### src/rtl/weight_az_fsm.sv
`default_nettype none
// ============================================================================
//  Module   : weight_az_fsm
//  Purpose  : Bandwidth-expands an LP filter, ap[i] = a[i] * gamma^i, in Q15.
//             Reads gamma from GAMMA_ADDR and a[0..M] from A_BASE on the
//             shared scratch-memory bus. Writes ap[0..M] to AP_BASE, then
//             raises done.
//  Ports    : clk, reset      - clock and synchronous active-high reset
//             start           - begins one computation when idle or done
//             memIn           - read data, one cycle after memReadAddr
//             memReadAddr     - read address
//             memWriteAddr    - write address
//             memOut          - write data {16'd0, ap[i]}
//             memWriteEn      - one-cycle write strobe per ap word
//             satFlag         - sticky saturation indicator (optional)
//             done            - high from completion until next start
//  Options  : WEIGHT_AZ_SAT_FLAG_EN adds the satFlag output port.
//  Revision : 1.0 - initial release
// ============================================================================
module weight_az_fsm #(
  parameter int unsigned M          = 10,
  parameter logic [10:0] GAMMA_ADDR = 11'd0,
  parameter logic [10:0] A_BASE     = 11'd32,
  parameter logic [10:0] AP_BASE    = 11'd64
) (
  input  logic        clk,
  input  logic        reset,
  input  logic        start,
  input  logic [31:0] memIn,
  output logic [10:0] memReadAddr,
  output logic [10:0] memWriteAddr,
  output logic [31:0] memOut,
  output logic        memWriteEn,
`ifdef WEIGHT_AZ_SAT_FLAG_EN
  output logic        satFlag,
`endif
  output logic        done
);

  localparam int unsigned c_IDX_W = (M < 1) ? 1 : $clog2(M + 1);

  typedef enum logic [2:0] {
    S_IDLE = 3'd0,
    S_RD_G = 3'd1,
    S_LD_G = 3'd2,
    S_RD_A = 3'd3,
    S_WR   = 3'd4,
    S_DONE = 3'd5
  } state_t;

  state_t               r_state;
  state_t               w_next_state;
  logic [15:0]          r_gamma;
  logic [15:0]          r_fac;
  logic [c_IDX_W-1:0]   r_idx;
  logic                 r_done;

  logic [15:0]          w_a;
  logic                 w_first;
  logic                 w_last;
  logic [10:0]          w_idx_addr;

  // ap path: round(L_mult(a, fac))
  logic signed [31:0]   w_ap_p;
  logic                 w_ap_msat;
  logic [31:0]          w_ap_l;
  logic [31:0]          w_ap_s;
  logic                 w_ap_asat;
  logic [15:0]          w_ap_r;
  logic [15:0]          w_ap;

  // fac path: round(L_mult(fac, gamma))
  logic signed [31:0]   w_fac_p;
  logic                 w_fac_msat;
  logic [31:0]          w_fac_l;
  logic [31:0]          w_fac_s;
  logic                 w_fac_asat;
  logic [15:0]          w_fac_r;

  logic                 w_sat;
  logic                 w_unused;

  assign w_a        = memIn[15:0];
  assign w_first    = (r_idx == '0);
  assign w_last     = (r_idx == c_IDX_W'(M));
  assign w_idx_addr = 11'(r_idx);

  // The raw signed product never needs bit 31 except for -1 * -1, which is
  // caught separately and forced to the positive saturation value.
  assign w_ap_p    = 32'(signed'(w_a)) * 32'(signed'(r_fac));
  assign w_ap_msat = (w_a == 16'h8000) && (r_fac == 16'h8000);
  assign w_ap_l    = w_ap_msat ? 32'h7FFF_FFFF : {w_ap_p[30:0], 1'b0};
  assign w_ap_s    = w_ap_l + 32'h0000_8000;
  // Adding a positive constant can only overflow from positive to negative.
  assign w_ap_asat = ~w_ap_l[31] & w_ap_s[31];
  assign w_ap_r    = w_ap_asat ? 16'h7FFF : w_ap_s[31:16];
  assign w_ap      = w_first ? w_a : w_ap_r;

  assign w_fac_p    = 32'(signed'(r_fac)) * 32'(signed'(r_gamma));
  assign w_fac_msat = (r_fac == 16'h8000) && (r_gamma == 16'h8000);
  assign w_fac_l    = w_fac_msat ? 32'h7FFF_FFFF : {w_fac_p[30:0], 1'b0};
  assign w_fac_s    = w_fac_l + 32'h0000_8000;
  assign w_fac_asat = ~w_fac_l[31] & w_fac_s[31];
  assign w_fac_r    = w_fac_asat ? 16'h7FFF : w_fac_s[31:16];

  // Neither product is evaluated for i = 0, so no saturation can occur there.
  assign w_sat = ~w_first & (w_ap_msat | w_ap_asat | w_fac_msat | w_fac_asat);

  assign w_unused = ^{memIn[31:16], w_ap_p[31], w_ap_s[15:0],
                      w_fac_p[31], w_fac_s[15:0]};

  // --------------------------------------------------------------------------
  // State and datapath registers
  // --------------------------------------------------------------------------
  always_ff @(posedge clk) begin
    if (reset) begin
      r_state <= S_IDLE;
      r_gamma <= '0;
      r_fac   <= '0;
      r_idx   <= '0;
      r_done  <= 1'b0;
    end else begin
      r_state <= w_next_state;
      case (r_state)
        S_IDLE, S_DONE: begin
          if (start) begin
            r_done <= 1'b0;
          end else if (r_state == S_DONE) begin
            r_done <= 1'b1;
          end
        end
        S_LD_G: begin
          r_gamma <= w_a;
          r_fac   <= w_a;
          r_idx   <= '0;
        end
        S_WR: begin
          // fac holds gamma^i while ap[i] is formed; advance it afterwards.
          if (!w_first) begin
            r_fac <= w_fac_r;
          end
          if (!w_last) begin
            r_idx <= r_idx + 1'b1;
          end
        end
        default: ;
      endcase
    end
  end

  // --------------------------------------------------------------------------
  // Next state and bus outputs
  // --------------------------------------------------------------------------
  always_comb begin
    w_next_state = r_state;
    memReadAddr  = '0;
    memWriteAddr = '0;
    memOut       = '0;
    memWriteEn   = 1'b0;
    case (r_state)
      S_IDLE, S_DONE: begin
        if (start) begin
          w_next_state = S_RD_G;
        end
      end
      S_RD_G: begin
        memReadAddr  = GAMMA_ADDR;
        w_next_state = S_LD_G;
      end
      S_LD_G: begin
        memReadAddr  = A_BASE;
        w_next_state = S_RD_A;
      end
      S_RD_A: begin
        memReadAddr  = A_BASE + w_idx_addr;
        w_next_state = S_WR;
      end
      S_WR: begin
        memWriteAddr = AP_BASE + w_idx_addr;
        memOut       = {16'd0, w_ap};
        memWriteEn   = 1'b1;
        w_next_state = w_last ? S_DONE : S_RD_A;
      end
      default: begin
        w_next_state = S_IDLE;
      end
    endcase
  end

  assign done = r_done;

`ifdef WEIGHT_AZ_SAT_FLAG_EN
  logic r_sat;

  always_ff @(posedge clk) begin
    if (reset) begin
      r_sat <= 1'b0;
    end else if ((r_state == S_IDLE || r_state == S_DONE) && start) begin
      r_sat <= 1'b0;
    end else if (r_state == S_WR && w_sat) begin
      r_sat <= 1'b1;
    end
  end

  assign satFlag = r_sat;
`else
  logic w_unused_sat;
  assign w_unused_sat = w_sat;
`endif

endmodule
`default_nettype wire

### config.mk
export PLATFORM = sky130hd
export DESIGN_NAME = weight_az_fsm
export DESIGN_NICKNAME = d
export VERILOG_FILES = /design/src/rtl/weight_az_fsm.sv
export SDC_FILE = /design/constraint.sdc
export NUM_CORES = 1
export LEC_CHECK = 0
export ABC_AREA = 1
export CAP_MARGIN = 10
export CORE_MARGIN = 2
export CORE_UTILIZATION = 50
export DETAILED_ROUTE_END_ITERATION = 7
export PLACE_DENSITY = 0.73
export SLEW_MARGIN = 20
export SYNTH_ARGS = -nofsm -noshare
export SYNTH_HDL_FRONTEND = slang
export SYNTH_SLANG_ARGS = --single-unit
### constraint.sdc
create_clock -name clk -period 13.8 [get_ports clk]
set_input_delay 2.76 -clock clk [delete_from_list [all_inputs] [get_ports clk]]
set_output_delay 2.76 -clock clk [all_outputs]
set_load 0.1 [all_outputs]
Word-level counts from Yosys, hierarchy flattened:

Index checks and enable logic that the tools add are counted.

* output and inout port bits: 56
* register bits after elaboration: 40
* logic and storage cells: 56
* input bits: 35

* add/sub/neg operators: 5
* eq/ne operators: 12
* $mul: 2
* reductions and logical operators: 10
* bitwise operators: 4
* multiplexer cells: 18

Operators by type and width (count)
* two-way mux 16 bit: 5
* adder 32 x 16 -> 32 bit, second input constant: 2
* two-way mux 32 bit: 2
* multiplier 16 x 16 -> 31 bit: 2
* equality test 16 bit, second input constant: 3
* one-hot mux 16 bit (2 select lines): 1
* one-hot mux 3 bit (5 select lines): 1
* one-hot mux 7 bit (2 select lines): 1
* adder 7 x 4 -> 8 bit, first input constant: 1
* two-way mux 8 bit: 1
* one-hot mux 4 bit (2 select lines): 1
* adder 6 x 4 -> 7 bit, first input constant: 1
* equality test 3 x 2 -> 1 bit, second input constant: 2
* equality test 3 bit, second input constant: 2
* two-way mux 3 bit: 2
* != test 2 bit, second input constant: 3
* AND reduction 2 bit: 3
* adder 4 x 1 -> 4 bit, second input constant: 1
* equality test 4 bit, second input constant: 1
* zero test 4 bit: 1
* two-way mux 4 bit: 1
* nonzero test 2 bit: 2
* equality test 3 x 1 -> 1 bit, second input constant: 1
* zero test 3 bit: 1
* 5 further kinds: 10

Depth between registers and ports, before layout:

Gate-level depths: netlist of run 1.

* depth after elaboration: 8
* gate-level depth with buffers: 39
* mapped depth without buffers: 36

Least setup slack after synthesis of run 1:

No wires, ideal clock.

* path kind: input-to-output
* start: in memIn[15]
* end: out memOut[1]
* path buffers: 2
* data required time: 11.040 ns
* arrival time: 9.948 ns
* stages on the path: 30
* path slack: 1.092 ns
* cell sequence: buf_2 > buf_1 > nand2_1 > inv_1 > fa_1 > inv_1 > fa_1 > inv_1 > fa_1 > fa_1 > fa_1 > inv_1 > fa_1 > inv_1 > ha_1 > nand2_1 > nor2_1 > nand2_1 > nor2_1 > nand2_1 > nand3_1 > nand2_1 > nand3_1 > nand2_1 > nor2_1 > and2_1 > nand3_2 > nand2_1 > nand2_1 > a21oi_1

* longest elaborated chain between the ends: 8
* elaborated cells between the ends (all ways): 10
* classes of those cells: 1 x add/sub; 1 x mul; 1 x eq/ne; 4 x mux; 2 x bitwise; 1 x reduce/logical

RTL lines
* from (decl): RTL line 29 `input logic [31:0] memIn,`
* parallel branches: the longest is 2 deep, another holds multiplier 16 x 16 -> 31 bit
* two-way mux 32 bit *: RTL line 92 `assign w_ap_l = w_ap_msat ? 32'h7FFF_FFFF : {w_ap_p[30:0], 1'b0};`
* adder 32 x 16 -> 32 bit or inverter 1 bit (tied branches): RTL line 93, 95
* bitwise AND 1 bit: RTL line 95 `assign w_ap_asat = ~w_ap_l[31] & w_ap_s[31];`
* two-way mux 16 bit *: RTL line 96 `assign w_ap_r = w_ap_asat ? 16'h7FFF : w_ap_s[31:16];`
* two-way mux 16 bit *: RTL line 97 `assign w_ap = w_first ? w_a : w_ap_r;`
* two-way mux 16 bit *: RTL line 160 `case (r_state)`
* to (decl): RTL line 32 `output logic [31:0] memOut,`

Mark *: on every way between the ends.

Worst setup path after layout of run 1:

* start: in memIn[15]
* end: out memOut[2]

Same word-level chain as after synthesis.

==> run summary, run 1 <==
========================================================================================================
Warning count from the yosys run                                                                       0
Post-CTS clock slew at the launch and capture registers of the worst setup and hold paths        0.06 ns
Hold_buf cts                                                                                           0
Crit. End Element                                                                           primary output
Min-Delay Path Class                                                                          reg -> reg
Final weighted congestion of routability-driven global placement                                   0.953
CTS H-tree depth                                                                                       2
Highest routing layer actually used                                                                 met4
Number of flip-flops and latches in the synthesized netlist                                           40
Transition time at the pin with the least slew margin                                            1.02 ns
Library cell appearing most often on the critical path                                           nand2_1
Total setup buffers inserted after CTS                                                                 0
Top Family by Delay on Critical Path                                                         adder cells
Proportion of synthesized chip area in sequential cells                                            3.26%
Clock tree from TritonCTS                                                                           done
Die Span Y                                                                                        226 µm
Number of nets with antenna violations after routing                                                   0
Highest clock rate                                                                            0.0771 GHz
Fraction of layout instances using a drive strength above 1                                        3.76%
Met1 layer wirelength in the final routing                                                     26,400 µm
Wirelength per Cell                                                                              15.3 µm
Sinks on the clock net                                                                                40
RSZ-0062 raised after global routing                                                                  no
Post-detailed-route via-to-cell ratio                                                               5.03
Number of global-route vias before repair                                                         20,800
Slew Limit Fails                                                                                       0
CTS buffer count                                                                                       5
Post-synth EDFFs                                                                                       0
Post-route setup TNS                                                                                0 ns
Post-route cell area                                                                          25,600 µm²
Overall global routing resource usage                                                              25.8%
Layout overhead on the synthesized area                                                            3.95%
Met3 routed wirelength                                                                           4850 µm
Critical path startpoint category                                                             input port
Floorplan core area                                                                           48,700 µm²
Met2 routed WL                                                                                 29,200 µm
Resized Gates After CTS                                                                                0
Total buffers and inverters traversed by the critical path                                             8
Total vias in the final route                                                                     20,500
GRT Residual Overflow                                                                                  0
Fraction of synthesis flops using an asynchronous set or reset pin                                    0%
Width of the die                                                                                  226 µm
Drt drc                                                                                                0
Final net count                                                                                    4,109
Root buffer cell                                                                               clkbuf_16
Pleak                                                                                            15.3 nW
Antenna violations before repair                                                                       0
Setup-failing EPs final                                                                                0
Req. time, crit path                                                                            11.04 ns
Area post-placement                                                                           25,400 µm²
Maximum clock insertion buffer count                                                                   2
Max capacitance violation total                                                                        0
Max-slew headroom at the worst pin                                                                 32.1%
Largest fanout on the critical path                                                                    8
Number of standard cells after synthesis                                                           3,459
Post-Route Skew                                                                               0.00589 ns
Cell with the biggest individual delay on the critical path                                         fa_1
TritonRoute pass-1 iters                                                                               6
Detailed Place HPWL                                                                            51,300 µm
Count of final hold-check violations                                                                   0
First-pass GRT wire length                                                                    105,000 µm
Post-Syn Area                                                                                 24,600 µm²
Final min period                                                                                12.97 ns
Maximum vdd drop                                                                                0.110 mV
Worst hold slack across all endpoints                                                           0.470 ns
CP Class                                                                                       in -> out
Post-synthesis average cell area                                                                7.11 µm²
DRC marker count from the first detailed-route iteration                                           1,607
Total length of routed wires                                                                   62,300 µm
Delay of the slowest cell on the worst path                                                      0.70 ns
Number of top-level design ports                                                                      91
Final worst path period share                                                                      94.0%
Buffers on Ports                                                                                      46
Run status                                                                                  complete, no violations
Clk Latency, worst-skew pair                                                                     0.29 ns
Power per unit of standard cell area                                                         79.2 nW/µm²
Most used flip-flop cell after synthesis                                                         dfxtp_1
Arrival time of data at the critical path endpoint                                              10.21 ns
Number of distinct library cells after synthesis                                                      52
Effective utilization at floorplan                                                                 50.5%
Largest net degree at the start of global routing                                                     36
Cell row count                                                                                        81
Total die area                                                                                51,000 µm²
========================================================================================================
==> registers in the layout, summed over array words and instances, names as in the netlist <==
register  flops
r_fac        16
r_gamma      16
r_idx         4
r_state       3
done          1
==> per-stage QoR <==
step	total power [mW]	utilization, %	worst slack [ns]	std cells
5_1_grt	2.26	52.4	0.350	4070
3_5_place_dp	1.88	52.1	0.973	4062
6_report	2.02	52.4	0.833	4071
4_1_cts	2.01	52.4	0.957	4070
3_3_place_gp	1.85	52.1	1.03	4062
2_1_floorplan	1.46	-	1.09	3486
==> final timing paths <==
check,from,endpoint,slack (ns),cells past startpoint
max reg2reg,r_fac[10],r_fac[15],6.34,32
max,memIn[15],memOut[2],0.83,30
min reg2reg,done,done,0.47,2
min,done,done,0.47,2
==> cell families (layout without fill, tap and decap cells) <==
family | count (synthesis) | count (layout) | synth area share [%]
and+or+nand+nor | 1339 | 1339 | 23.0
adders and majority gates | 669 | 669 | 49.6
buffers and inverters | 1193 | 1113 | 18.9
DFF | 40 | 40 | 3.26
AOI/OAI and AO/OA | 188 | 188 | 4.16
other | 1 | 29 | 0.0152
xor gates and xnor gates | 29 | 29 | 1.03
==> where the power goes <==
part           internal [mW]  switching [mW]  leakage, nW
Clock                 0.0720          0.0479       0.0701
Combinational          0.583            1.14         14.9
Sequential             0.125          0.0516        0.326
Total                  0.781            1.24         15.3
==> area by class of cell <==
class	instances	area [µm²]
timing repair buffer	84	706
clock buffer	7	143
clock inverter	1	7.51
inverter	1021	3830
multi-input combinational	2253	19200
tap	664	831
antenna	1	2.50
fill	4740	23200
sequential	40	801
==> per-layer routing <==
layer / track usage (%) / up-vias
met2: 42.7 / 795
met3: 3.20 / 112
met1: 35.6 / 9874
li1: - / 9698
met4: 7.35 / 0
met5: 0 / -
==> cells in the final DEF (no fill, tap or decap), types with 5 or more instances in the layout <==
cell type | Yosys | routed
nor2_2 | 7 | 8
nand3_1 | 112 | 112
ha_1 | 159 | 159
nand2_1 | 913 | 913
o21ai_0 | 59 | 59
conb_1 | 1 | 28
clkbuf_16 | 0 | 5
o21ai_1 | 6 | 6
clkdlybuf4s50_1 | 0 | 30
nor2_1 | 183 | 182
xor2_1 | 11 | 11
dfxtp_1 | 40 | 40
nand3_2 | 20 | 20
buf_4 | 37 | 54
fa_1 | 510 | 510
nand2_2 | 7 | 7
nor3_1 | 20 | 20
o21bai_1 | 15 | 15
xnor2_1 | 18 | 18
and2_1 | 5 | 5
nand4_1 | 28 | 28
a21oi_1 | 94 | 94
inv_1 | 1013 | 1013
or2_2 | 9 | 9
nor4_1 | 11 | 11
==> worst min-delay path: stages (launching register included) <==
cell and delay (ns):
dfxtp_1 0.31, inv_1 0.05, a221oi_1 0.06
==> Yosys cell counts (2+ instances only) <==
cell type     n  share of area (%)
a21o_1        3              0.092
a21oi_1      94                1.9
and2_1        5               0.13
and3_1        3              0.076
buf_1        17               0.26
buf_2        12               0.24
buf_4        37                1.1
buf_6         3               0.14
clkbuf_1    103                1.6
clkinv_1      3              0.046
dfxtp_1      40                3.3
fa_1        510                 42
ha_1        159                8.1
inv_1      1013                 15
inv_2         4              0.061
nand2_1     913                 14
nand2_2       7               0.18
nand2_4       2              0.092
nand3_1     112                2.3
nand3_2      20               0.81
nand3_4       3               0.21
nand3b_1      3              0.092
nand4_1      28               0.71
nor2_1      183                2.8
nor2_2        7               0.18
nor2_4        4               0.18
nor3_1       20               0.41
nor3_2        2              0.081
nor4_1       11               0.28
o21a_1        3              0.092
o21ai_0      59                1.2
o21ai_1       6               0.12
o21bai_1     15               0.46
or2_1         2              0.051
or2_2         9               0.23
xnor2_1      18               0.64
xor2_1       11               0.39
(Power assumes the default switching activity.)
==> inputs of run 2 (changes only) <==
Settings changed: GPL_TIMING_DRIVEN set to 0, SLEW_MARGIN 20 to not set.
==> run 2 against run 1 <==
Against the previous run: utilization is 1.1 points higher; die area stayed put; final area is 2.1% higher; critical path type unchanged.
==> run summary, run 2 (synthesized netlist as in run 1, its figures left out) <==
========================================================================================================
Total vias in the final route                                                                     21,600
R2r setup slk                                                                                    6.03 ns
Width of the die                                                                                  226 µm
Endpoint of the worst hold-timing path                                                              done
Global routing's busiest layer                                                                      met2
Post-route cell area                                                                          26,100 µm²
Buffers on Ports                                                                                      38
Biggest registers after layout                                                              r_fac (16), r_gamma (16), r_idx (4)
RSZ-0062 raised after global routing                                                                  no
CP Class                                                                                       in -> out
Clk Latency, worst-skew pair                                                                     0.29 ns
Worst hold path depth                                                                                  2
Post-detailed-route via-to-cell ratio                                                               5.14
Library cell appearing most often on the critical path                                           nand2_1
Sinks on the clock net                                                                                40
Startpoint of the most critical register-to-register path                                      r_fac[15]
Layout overhead on the synthesized area                                                            6.11%
Setup slack after layout                                                                        0.431 ns
Setup-failing EPs final                                                                                0
Run status                                                                                  complete, no violations
Req. time, crit path                                                                            11.04 ns
Transition time at the pin with the least slew margin                                            1.16 ns
Die Span Y                                                                                        226 µm
Maximum vdd drop                                                                                0.103 mV
Count of cells along the worst register-to-register path                                              30
Power per unit of standard cell area                                                         80.3 nW/µm²
Area post-placement                                                                           25,900 µm²
Post-Route Skew                                                                               0.00374 ns
Met1 global-route usage                                                                            40.2%
Cell with the biggest individual delay on the critical path                                     clkbuf_1
Overall global routing resource usage                                                              29.1%
Number of top-level design ports                                                                      91
Post-CTS clock slew at the launch and capture registers of the worst setup and hold paths        0.06 ns
Hold Path Origin                                                                                    done
Min-Delay Path Class                                                                          reg -> reg
Maximum clock insertion buffer count                                                                   2
Power Total                                                                                      2.09 mW
Highest clock rate                                                                            0.0748 GHz
Wirelength per Cell                                                                              16.9 µm
Final weighted congestion of routability-driven global placement                                   0.944
CTS H-tree depth                                                                                       2
CTS buffer count                                                                                       5
Root buffer cell                                                                               clkbuf_16
Post-route setup TNS                                                                                0 ns
GRT met2 Usage                                                                                     45.4%
Commonest cells after routing, fill and taps aside                                          inv_1 (1,013), nand2_1 (913), fa_1 (510), nor2_1 (183), ha_1 (159)
Floorplan core area                                                                           48,700 µm²
Number of nets with antenna violations after routing                                                   0
Max-slew headroom at the worst pin                                                                 22.7%
Antenna violations before repair                                                                       0
Count of final hold-check violations                                                                   0
Drt drc                                                                                                0
Fraction of layout instances using a drive strength above 1                                        4.20%
DRC marker count from the first detailed-route iteration                                           2,176
Arrival time of data at the critical path endpoint                                              10.61 ns
Critical path startpoint category                                                             input port
Slew Limit Fails                                                                                       0
TritonRoute pass-1 iters                                                                               6
FILL cells                                                                                         4,717
Worst reg2reg endpoint                                                                         r_fac[14]
Total length of routed wires                                                                   70,800 µm
Detailed Place HPWL                                                                            59,500 µm
Reg area                                                                                         801 µm²
Final worst path period share                                                                      96.9%
Max capacitance violation total                                                                        0
Clock tree from TritonCTS                                                                           done
Placement Setup Slack                                                                          -0.569 ns
Crit. End Element                                                                           primary output
Effective utilization at floorplan                                                                 50.5%
Delay of the slowest cell on the worst path                                                      0.70 ns
Total die area                                                                                51,000 µm²
Total setup buffers inserted after CTS                                                                 0
Largest net degree at the start of global routing                                                     13
Pleak                                                                                            15.5 nW
GR met3 Demand/Resource                                                                            6.02%
Largest fanout on the critical path                                                                   10
Multi-input gate area in the final layout                                                     19,200 µm²
Final net count                                                                                    4,229
Most common library cell in the layout ignoring fill and taps                                      inv_1
Final min period                                                                                13.37 ns
Cell row count                                                                                        81
Number of global-route vias before repair                                                         21,400
GRT Residual Overflow                                                                                  0
First-pass GRT wire length                                                                    114,000 µm
========================================================================================================
[run 2: cell types whose count changed in the layout (fill, tap and decap cells not counted), moves of 8 or more]
cell             change
clkdlybuf4s50_1      -8
buf_4               -17
clkdlybuf4s15_2     +16
clkbuf_1            +92
buf_1               +15
buf_2               +12
[run 2: critical path: cells and delay by family]
kind	cells	cell delay (ns)
simple gates	12	1.69
fa+ha+maj	7	3.32
buf+inv	8	2.08
compound gates	3	0.78
[run 2: timing repair]
item                       4_1_cts  5_1_grt
hold endpoints to repair         0        0
gates resized for setup         49       17
hold buffers                     0        0
setup endpoints to repair       16       16
[run 2: worst max-delay path by stage]
stage,startpoint,to,slack [ns],cells after the start
floorplan,memIn[15],memOut[1],1.09,30
global placement,memIn[14],memOut[5],-0.56,29
detailed placement,memIn[14],memOut[5],-0.57,29
CTS,memIn[14],memOut[3],0.006,29
global route,memIn[2],memOut[2],0.004,29
finish,memIn[6],memOut[2],0.43,30
[run 2: cell type report]
| type | instances | area share, % |
|---|---|---|
| timing repair buffer | 38 | 1.53 |
| sequential | 40 | 3.07 |
| buffer | 166 | 3.09 |
| multi-input combinational | 2253 | 73.7 |
| antenna | 1 | 0.00959 |
| clock buffer | 7 | 0.585 |
| clock inverter | 1 | 0.115 |
| tap | 664 | 3.18 |
| inverter | 1021 | 14.7 |
[run 2: routing by layer]
layer | share of wire (%) | vias to the layer above
li1 | - | 9943
met1 | 40 | 10400
met2 | 45 | 1081
met3 | 11 | 171
met4 | 4.2 | 0
met5 | 0 | -
[run 2: report_power, final]
part | leakage, nW | total (mW) | internal [mW] | switching, mW
Combinational | 15.1 | 1.82 | 0.591 | 1.23
Clock | 0.0901 | 0.144 | 0.0953 | 0.0488
Sequential | 0.326 | 0.129 | 0.125 | 0.00373
[run 2: through the flow]
step,hold WS [ns],cells,utilization [%]
global route,0.508,4190,53.5
detailed placement,0.477,4188,53.1
finish,0.475,4191,53.5
CTS,0.491,4196,53.6
global placement,0.468,4188,53.1
floorplan,0.472,3486,-
